<file path="config.mk">
export PLATFORM = sky130hd
export DESIGN_NAME = plotter_pixel_scheduler_flat
export DESIGN_NICKNAME = d
export VERILOG_FILES = /design/src/rtl/plotter_pixel_scheduler_if.sv /design/src/rtl/plotter_pixel_scheduler.sv /design/src/flat_wrapper.sv
export SDC_FILE = /design/constraint.sdc
export NUM_CORES = 1
export LEC_CHECK = 0
export ABC_AREA = 1
export BUFFER_PORTS_ARGS = -buffer_cell sky130_fd_sc_hd__buf_2
export CORE_ASPECT_RATIO = 0.6
export CORE_UTILIZATION = 40
export CTS_CLUSTER_DIAMETER = 50
export DETAILED_ROUTE_END_ITERATION = 7
export PLACE_DENSITY_LB_ADDON = 0.08
export SLEW_MARGIN = 15
export SYNTH_ARGS = -nofsm -noshare
export SYNTH_HDL_FRONTEND = slang
export SYNTH_SLANG_ARGS = --single-unit
</file>
<file path="constraint.sdc">
create_clock -name clk_65mhz -period 4 [get_ports clk_65mhz]
set_input_delay 0.4 -clock clk_65mhz [delete_from_list [all_inputs] [get_ports clk_65mhz]]
set_output_delay 0.4 -clock clk_65mhz [all_outputs]
set_load 0.01 [all_outputs]
</file>
<file path="src/rtl/plotter_pixel_scheduler_if.sv">
// plotter_pixel_scheduler_if: signal bundle between the pixel scheduler, image BRAM and plotter
interface plotter_pixel_scheduler_if #(parameter int ADDR_W = 14);
    logic start, pause, ready_next_pixel, plotter_done, bram_data;
    logic [ADDR_W-1:0] bram_addr, pixel_idx;
    logic pixel_value_out, enable_plotter, busy, done;
    modport master(
        output start, pause, ready_next_pixel, plotter_done, bram_data,
        input bram_addr, pixel_idx, pixel_value_out, enable_plotter, busy, done
    );
    modport slave(
        input start, pause, ready_next_pixel, plotter_done, bram_data,
        output bram_addr, pixel_idx, pixel_value_out, enable_plotter, busy, done
    );
endinterface

</file>
<file path="src/rtl/plotter_pixel_scheduler.sv">
// plotter_pixel_scheduler: walks the image BRAM in raster order and feeds one pixel per plotter ready edge
module plotter_pixel_scheduler #(
    parameter int IMG_W = 80,
    parameter int IMG_H = 106,
    parameter int ADDR_W = 14,
    parameter int READ_LAT = 2
) (
    input logic clk_65mhz,
    input logic rst,
    plotter_pixel_scheduler_if.slave bus
);
    localparam logic [ADDR_W-1:0] LAST = ADDR_W'(IMG_W * IMG_H - 1);
    typedef enum logic [2:0] {IDLE, FETCH, WAIT_DATA, RUN, DRAIN, DONE} state_t;
    state_t state, state_d;
    logic [1:0] lat, lat_d;
    logic ready_q, started, started_d, rise, go;
    logic [ADDR_W-1:0] idx_d, addr_d;
    logic pix_d, en_d, busy_d, done_d;
    assign rise = bus.ready_next_pixel & ~ready_q;
    assign go = bus.start & (state == IDLE || state == DONE);
    always_ff @(posedge clk_65mhz) begin
        if (rst) state <= IDLE;
        else state <= state_d;
    end
    always_comb begin
        state_d = state;
        case (state)
            IDLE, DONE: state_d = bus.start ? FETCH : state;
            FETCH:      state_d = WAIT_DATA;
            WAIT_DATA:  state_d = (lat == '0) ? RUN : WAIT_DATA;
            RUN:        state_d = bus.plotter_done ? DONE : !rise ? RUN : (bus.pixel_idx < LAST) ? FETCH : DRAIN;
            DRAIN:      state_d = bus.plotter_done ? DONE : DRAIN;
            default:    state_d = IDLE;
        endcase
    end
    // started remembers that RUN was reached, so a refetch keeps the plotter enabled
    always_comb begin
        lat_d = (state == FETCH) ? 2'(READ_LAT) : (state == WAIT_DATA && lat != '0) ? lat - 2'd1 : lat;
        idx_d = go ? '0 : (state == RUN && state_d == FETCH) ? bus.pixel_idx + ADDR_W'(1) : bus.pixel_idx;
        addr_d = (state == FETCH) ? bus.pixel_idx : bus.bram_addr;
        pix_d = (state == WAIT_DATA && lat == '0) ? bus.bram_data : (state_d == DRAIN) ? 1'b0 : bus.pixel_value_out;
        started_d = (state_d == RUN) | (started & (state_d inside {FETCH, WAIT_DATA, DRAIN}));
        en_d = ~bus.pause & ((state_d inside {RUN, DRAIN}) | (started & (state_d inside {FETCH, WAIT_DATA})));
        busy_d = state_d inside {FETCH, WAIT_DATA, RUN, DRAIN};
        done_d = state_d == DONE;
    end
    always_ff @(posedge clk_65mhz) begin
        if (rst) begin
            lat <= '0;
            ready_q <= 1'b0;
            started <= 1'b0;
            bus.pixel_idx <= '0;
            bus.bram_addr <= '0;
            bus.pixel_value_out <= 1'b0;
            bus.enable_plotter <= 1'b0;
            bus.busy <= 1'b0;
            bus.done <= 1'b0;
        end else begin
            lat <= lat_d;
            ready_q <= bus.ready_next_pixel;
            started <= started_d;
            bus.pixel_idx <= idx_d;
            bus.bram_addr <= addr_d;
            bus.pixel_value_out <= pix_d;
            bus.enable_plotter <= en_d;
            bus.busy <= busy_d;
            bus.done <= done_d;
        end
    end
endmodule
</file>
<file path="src/flat_wrapper.sv">
// flat-port wrapper written by rule: the top's interface ports become plain ports
module plotter_pixel_scheduler_flat 
#(
    parameter int IMG_W = 80,
    parameter int IMG_H = 106,
    parameter int ADDR_W = 14,
    parameter int READ_LAT = 2
)
  (clk_65mhz, rst, bus_start, bus_pause, bus_ready_next_pixel, bus_plotter_done, bus_bram_data, bus_bram_addr, bus_pixel_idx, bus_pixel_value_out, bus_enable_plotter, bus_busy, bus_done);
  plotter_pixel_scheduler_if #(.ADDR_W(ADDR_W)) bus_i ();
  input logic clk_65mhz;
  input logic rst;
  input wire logic [$bits(bus_i.start)-1:0] bus_start;
  input wire logic [$bits(bus_i.pause)-1:0] bus_pause;
  input wire logic [$bits(bus_i.ready_next_pixel)-1:0] bus_ready_next_pixel;
  input wire logic [$bits(bus_i.plotter_done)-1:0] bus_plotter_done;
  input wire logic [$bits(bus_i.bram_data)-1:0] bus_bram_data;
  output wire logic [$bits(bus_i.bram_addr)-1:0] bus_bram_addr;
  output wire logic [$bits(bus_i.pixel_idx)-1:0] bus_pixel_idx;
  output wire logic [$bits(bus_i.pixel_value_out)-1:0] bus_pixel_value_out;
  output wire logic [$bits(bus_i.enable_plotter)-1:0] bus_enable_plotter;
  output wire logic [$bits(bus_i.busy)-1:0] bus_busy;
  output wire logic [$bits(bus_i.done)-1:0] bus_done;
  assign bus_i.start = bus_start;
  assign bus_i.pause = bus_pause;
  assign bus_i.ready_next_pixel = bus_ready_next_pixel;
  assign bus_i.plotter_done = bus_plotter_done;
  assign bus_i.bram_data = bus_bram_data;
  assign bus_bram_addr = bus_i.bram_addr;
  assign bus_pixel_idx = bus_i.pixel_idx;
  assign bus_pixel_value_out = bus_i.pixel_value_out;
  assign bus_enable_plotter = bus_i.enable_plotter;
  assign bus_busy = bus_i.busy;
  assign bus_done = bus_i.done;
  plotter_pixel_scheduler #(.IMG_W(IMG_W), .IMG_H(IMG_H), .ADDR_W(ADDR_W), .READ_LAT(READ_LAT)) u_core (.clk_65mhz(clk_65mhz), .rst(rst), .bus(bus_i));
endmodule
</file>
==> out/metrics.yaml <==
run_status:
  status: "finished clean"
drt:
  avgViaCountPerCell: 4.86
  firstDrtPassIters: 4
  drt-initial-drc-count: 134
  vias: 1769
  antenna_left: 0
  routedWlPerCell_um: 13.1
  drt_wl_total_mm: 4.77
  drc: 0
clocking:
  clk_latency_ns: 0.29
  cts_root_buf: "clkbuf_8"
  cts-resized-gates: 0
  cts_tree: "built"
  postCtsSetupRepairBufs: 0
  cts.path.max_buffers: 2
  clk_pin_slew_worst_paths_ns: 0.08
  cts_hold_buf: 0
  htree_levels: 2
  cts_sinks: 39
  numCtsBuffers: 5
floorplan:
  die_w_um: 92.6
  dieArea_sq_um: 5220
  die_h_um: 56.4
  ios: 39
  initial_core_util: 0.423
  num_rows: 19
  core_area_sq_um: 4660
timing:
  hold_viol: 0
  slew_viol_final: 0
  max_freq_mhz: 515
  worst_pin_slew_ns: 0.504
  period_share: 0.486
  finalClockSkew_ns: 0.00588
  hold_slack_ns: 0.322
  tns_ns: 0
  setup_viol_count_final: 0
  rsz0062_at_grt: "no"
  slew_headroom: 0.663
  finalCriticalPeriod_ns: 1.94
critical_path:
  slowest_stage: "dfxtp_1"
  crit_required_ns: 4.22
  endpoint_kind: "flop"
  crit_type: "flop to flop"
  cp-startpoint: "u_core.bus.pixel_idx[0]"
  crit_path_max_incr_delay_ns: 0.38
  crit_fanout: 13
  crit_top_cell: "nand2_1"
  startpoint_type: "flop"
  crit_arrival_ns: 2.17
  r2r_start: "u_core.bus.pixel_idx[0]"
  crit_chain: "ha_1 > nand4_1 > nand2_1 > nand2_1 > nand2_2 > nand2_4 > nand4_4 > inv_2 > nand3_1 > a21oi_1"
  cp_top_family: "simple AND/OR/NAND/NOR gates"
  crit_buf_inv: 1
global_routing:
  grt_usage: 0.193
  grt_max_degree: 21
  antenna_found_initial: 0
  first_global_vias: 1436
  grt_pass1_wl_mm: 7.58
  grt-ovfl-total: 0
job:
  timing.max_cap.violations: 0
pwr:
  power.total_mw: 1.25
  p_per_area_nw_per_um2: 553
  power.leakage_nw: 0.985
  vdd_ir_drop_max_mv: 0.366
placement:
  dp.cells: 357
  dp_hpwl_mm: 3.58
  port_buffers: 38
  place_congestion: 0.806
  placed_cell_area_sq_um: 2170
synth:
  synth_area_per_cell_sq_um: 7.36
  synth_warnings: 0
  async_flop_share: 0
  syn_area_sq_um: 1970
  yosysUniqueCellTypes: 33
  ys.flop_type: "dfxtp_1"
  synth_edf_count: 0
  synth_seq_cells: 39
  seq_area_frac_synth: 0.396
  synth_cells: 268
  synth_nets: 277
hold_path:
  hp-start: "bus_pause"
  worstHoldPathType: "primary input to flop"
layout:
  area_delta_synth_final_pct: 14.7
  n_antenna_cell: 0
  finalNonFillerCells: 364
  regArea_sq_um: 781
  layout-drive-gt1-share: 0.219
  fill_cells: 501
  finalNetCount: 310
  multi_input_area_sq_um: 1010
  fin_area_sq_um: 2260
==> cell type report <==
cell class	count	area share
tap	63	0.0349
timing repair buffer	38	0.0841
clock inverter	1	0.00221
inverter	30	0.0498
clock buffer	6	0.0365
sequential	39	0.345
multi-input combinational	187	0.447
==> cell usage in the layout (no fill, tap or decap), types with 3 or more instances in the layout <==
master,netlist,routed
buf_2,1,38
nand2_4,4,4
dfxtp_1,39,39
o21ai_0,11,11
a21oi_1,32,32
xor2_1,8,8
clkbuf_8,0,6
inv_2,5,5
inv_1,25,25
xnor2_1,3,3
nand3_1,23,23
nand2_1,50,50
o21ai_1,9,9
nand2_2,3,3
nor2_1,24,24
==> through the flow <==
step,util,worst slack [ns]
floorplan,-,2.34
global placement,0.466,2.07
detailed placement,0.466,2.09
CTS,0.485,2.06
global route,0.485,1.88
finish,0.485,2.06
==> flip-flops by register name, summed over array words and instances (netlist names) <==
name / flops
u_core.bus.bram_addr: 14
u_core.bus.busy: 1
u_core.bus.done: 1
u_core.bus.enable_plotter: 1
u_core.bus.pixel_idx: 14
u_core.bus.pixel_value_out: 1
u_core.lat: 2
u_core.ready_q: 1
u_core.started: 1
u_core.state: 3
==> path summary, 6_finish.rpt <==
path / slack (ns) / end / depth (start not counted)
max: 2.06 / u_core.bus.pixel_idx[3] / 10
min: 0.32 / u_core.bus.enable_plotter / 4
max reg2reg: 2.06 / u_core.bus.pixel_idx[3] / 10
min reg2reg: 0.47 / u_core.bus.bram_addr[2] / 2
==> per-layer routing <==
metal	GRT usage	wire length, um	up-vias	part of all wire
met1	0.330	2870	779	0.60
met4	0.0527	21	0	0.0044
li1	-	-	939	-
met2	0.220	1590	48	0.33
met5	0	0	-	0
met3	0.0488	298	3	0.062
==> report_power, final <==
group / internal, mW / total (mW) / switching, mW
Sequential: 0.445 / 0.472 / 0.0274
Clock: 0.136 / 0.277 / 0.142
Combinational: 0.150 / 0.501 / 0.351
Total: 0.730 / 1.25 / 0.520
==> worst register-to-register path, stage by stage (launching register included) <==
cell	delay, ns
dfxtp_1	0.38
ha_1	0.28
nand4_1	0.13
nand2_1	0.07
nand2_1	0.08
nand2_2	0.08
nand2_4	0.09
nand4_4	0.22
inv_2	0.26
nand3_1	0.12
a21oi_1	0.17
==> cell usage after synthesis (3+ instances only) <==
| master | count | area share |
|---|---|---|
| inv_2 | 5 | 0.0095 |
| nor2_1 | 24 | 0.046 |
| dfxtp_1 | 39 | 0.40 |
| nand3_1 | 23 | 0.058 |
| o21ai_1 | 9 | 0.023 |
| nand2_2 | 3 | 0.0095 |
| nand2_1 | 50 | 0.095 |
| nand2_4 | 4 | 0.023 |
| inv_1 | 25 | 0.048 |
| xnor2_1 | 3 | 0.013 |
| xor2_1 | 8 | 0.036 |
| o21ai_0 | 11 | 0.028 |
| a21oi_1 | 32 | 0.081 |
| clkbuf_1 | 6 | 0.011 |
==> cell families (layout without fill, tap and decap cells) <==
family	Yosys count	after routing	share of synthesized area
AO/OA/AOI/OAI	57	57	0.163
buffers and inverters	42	75	0.0914
flip-flops	39	39	0.396
XOR/XNOR	11	11	0.0489
adder cells (fa/ha/maj)	2	2	0.0127
AND/OR/NAND/NOR	117	117	0.288
Power figures use the tool's default switching activity.
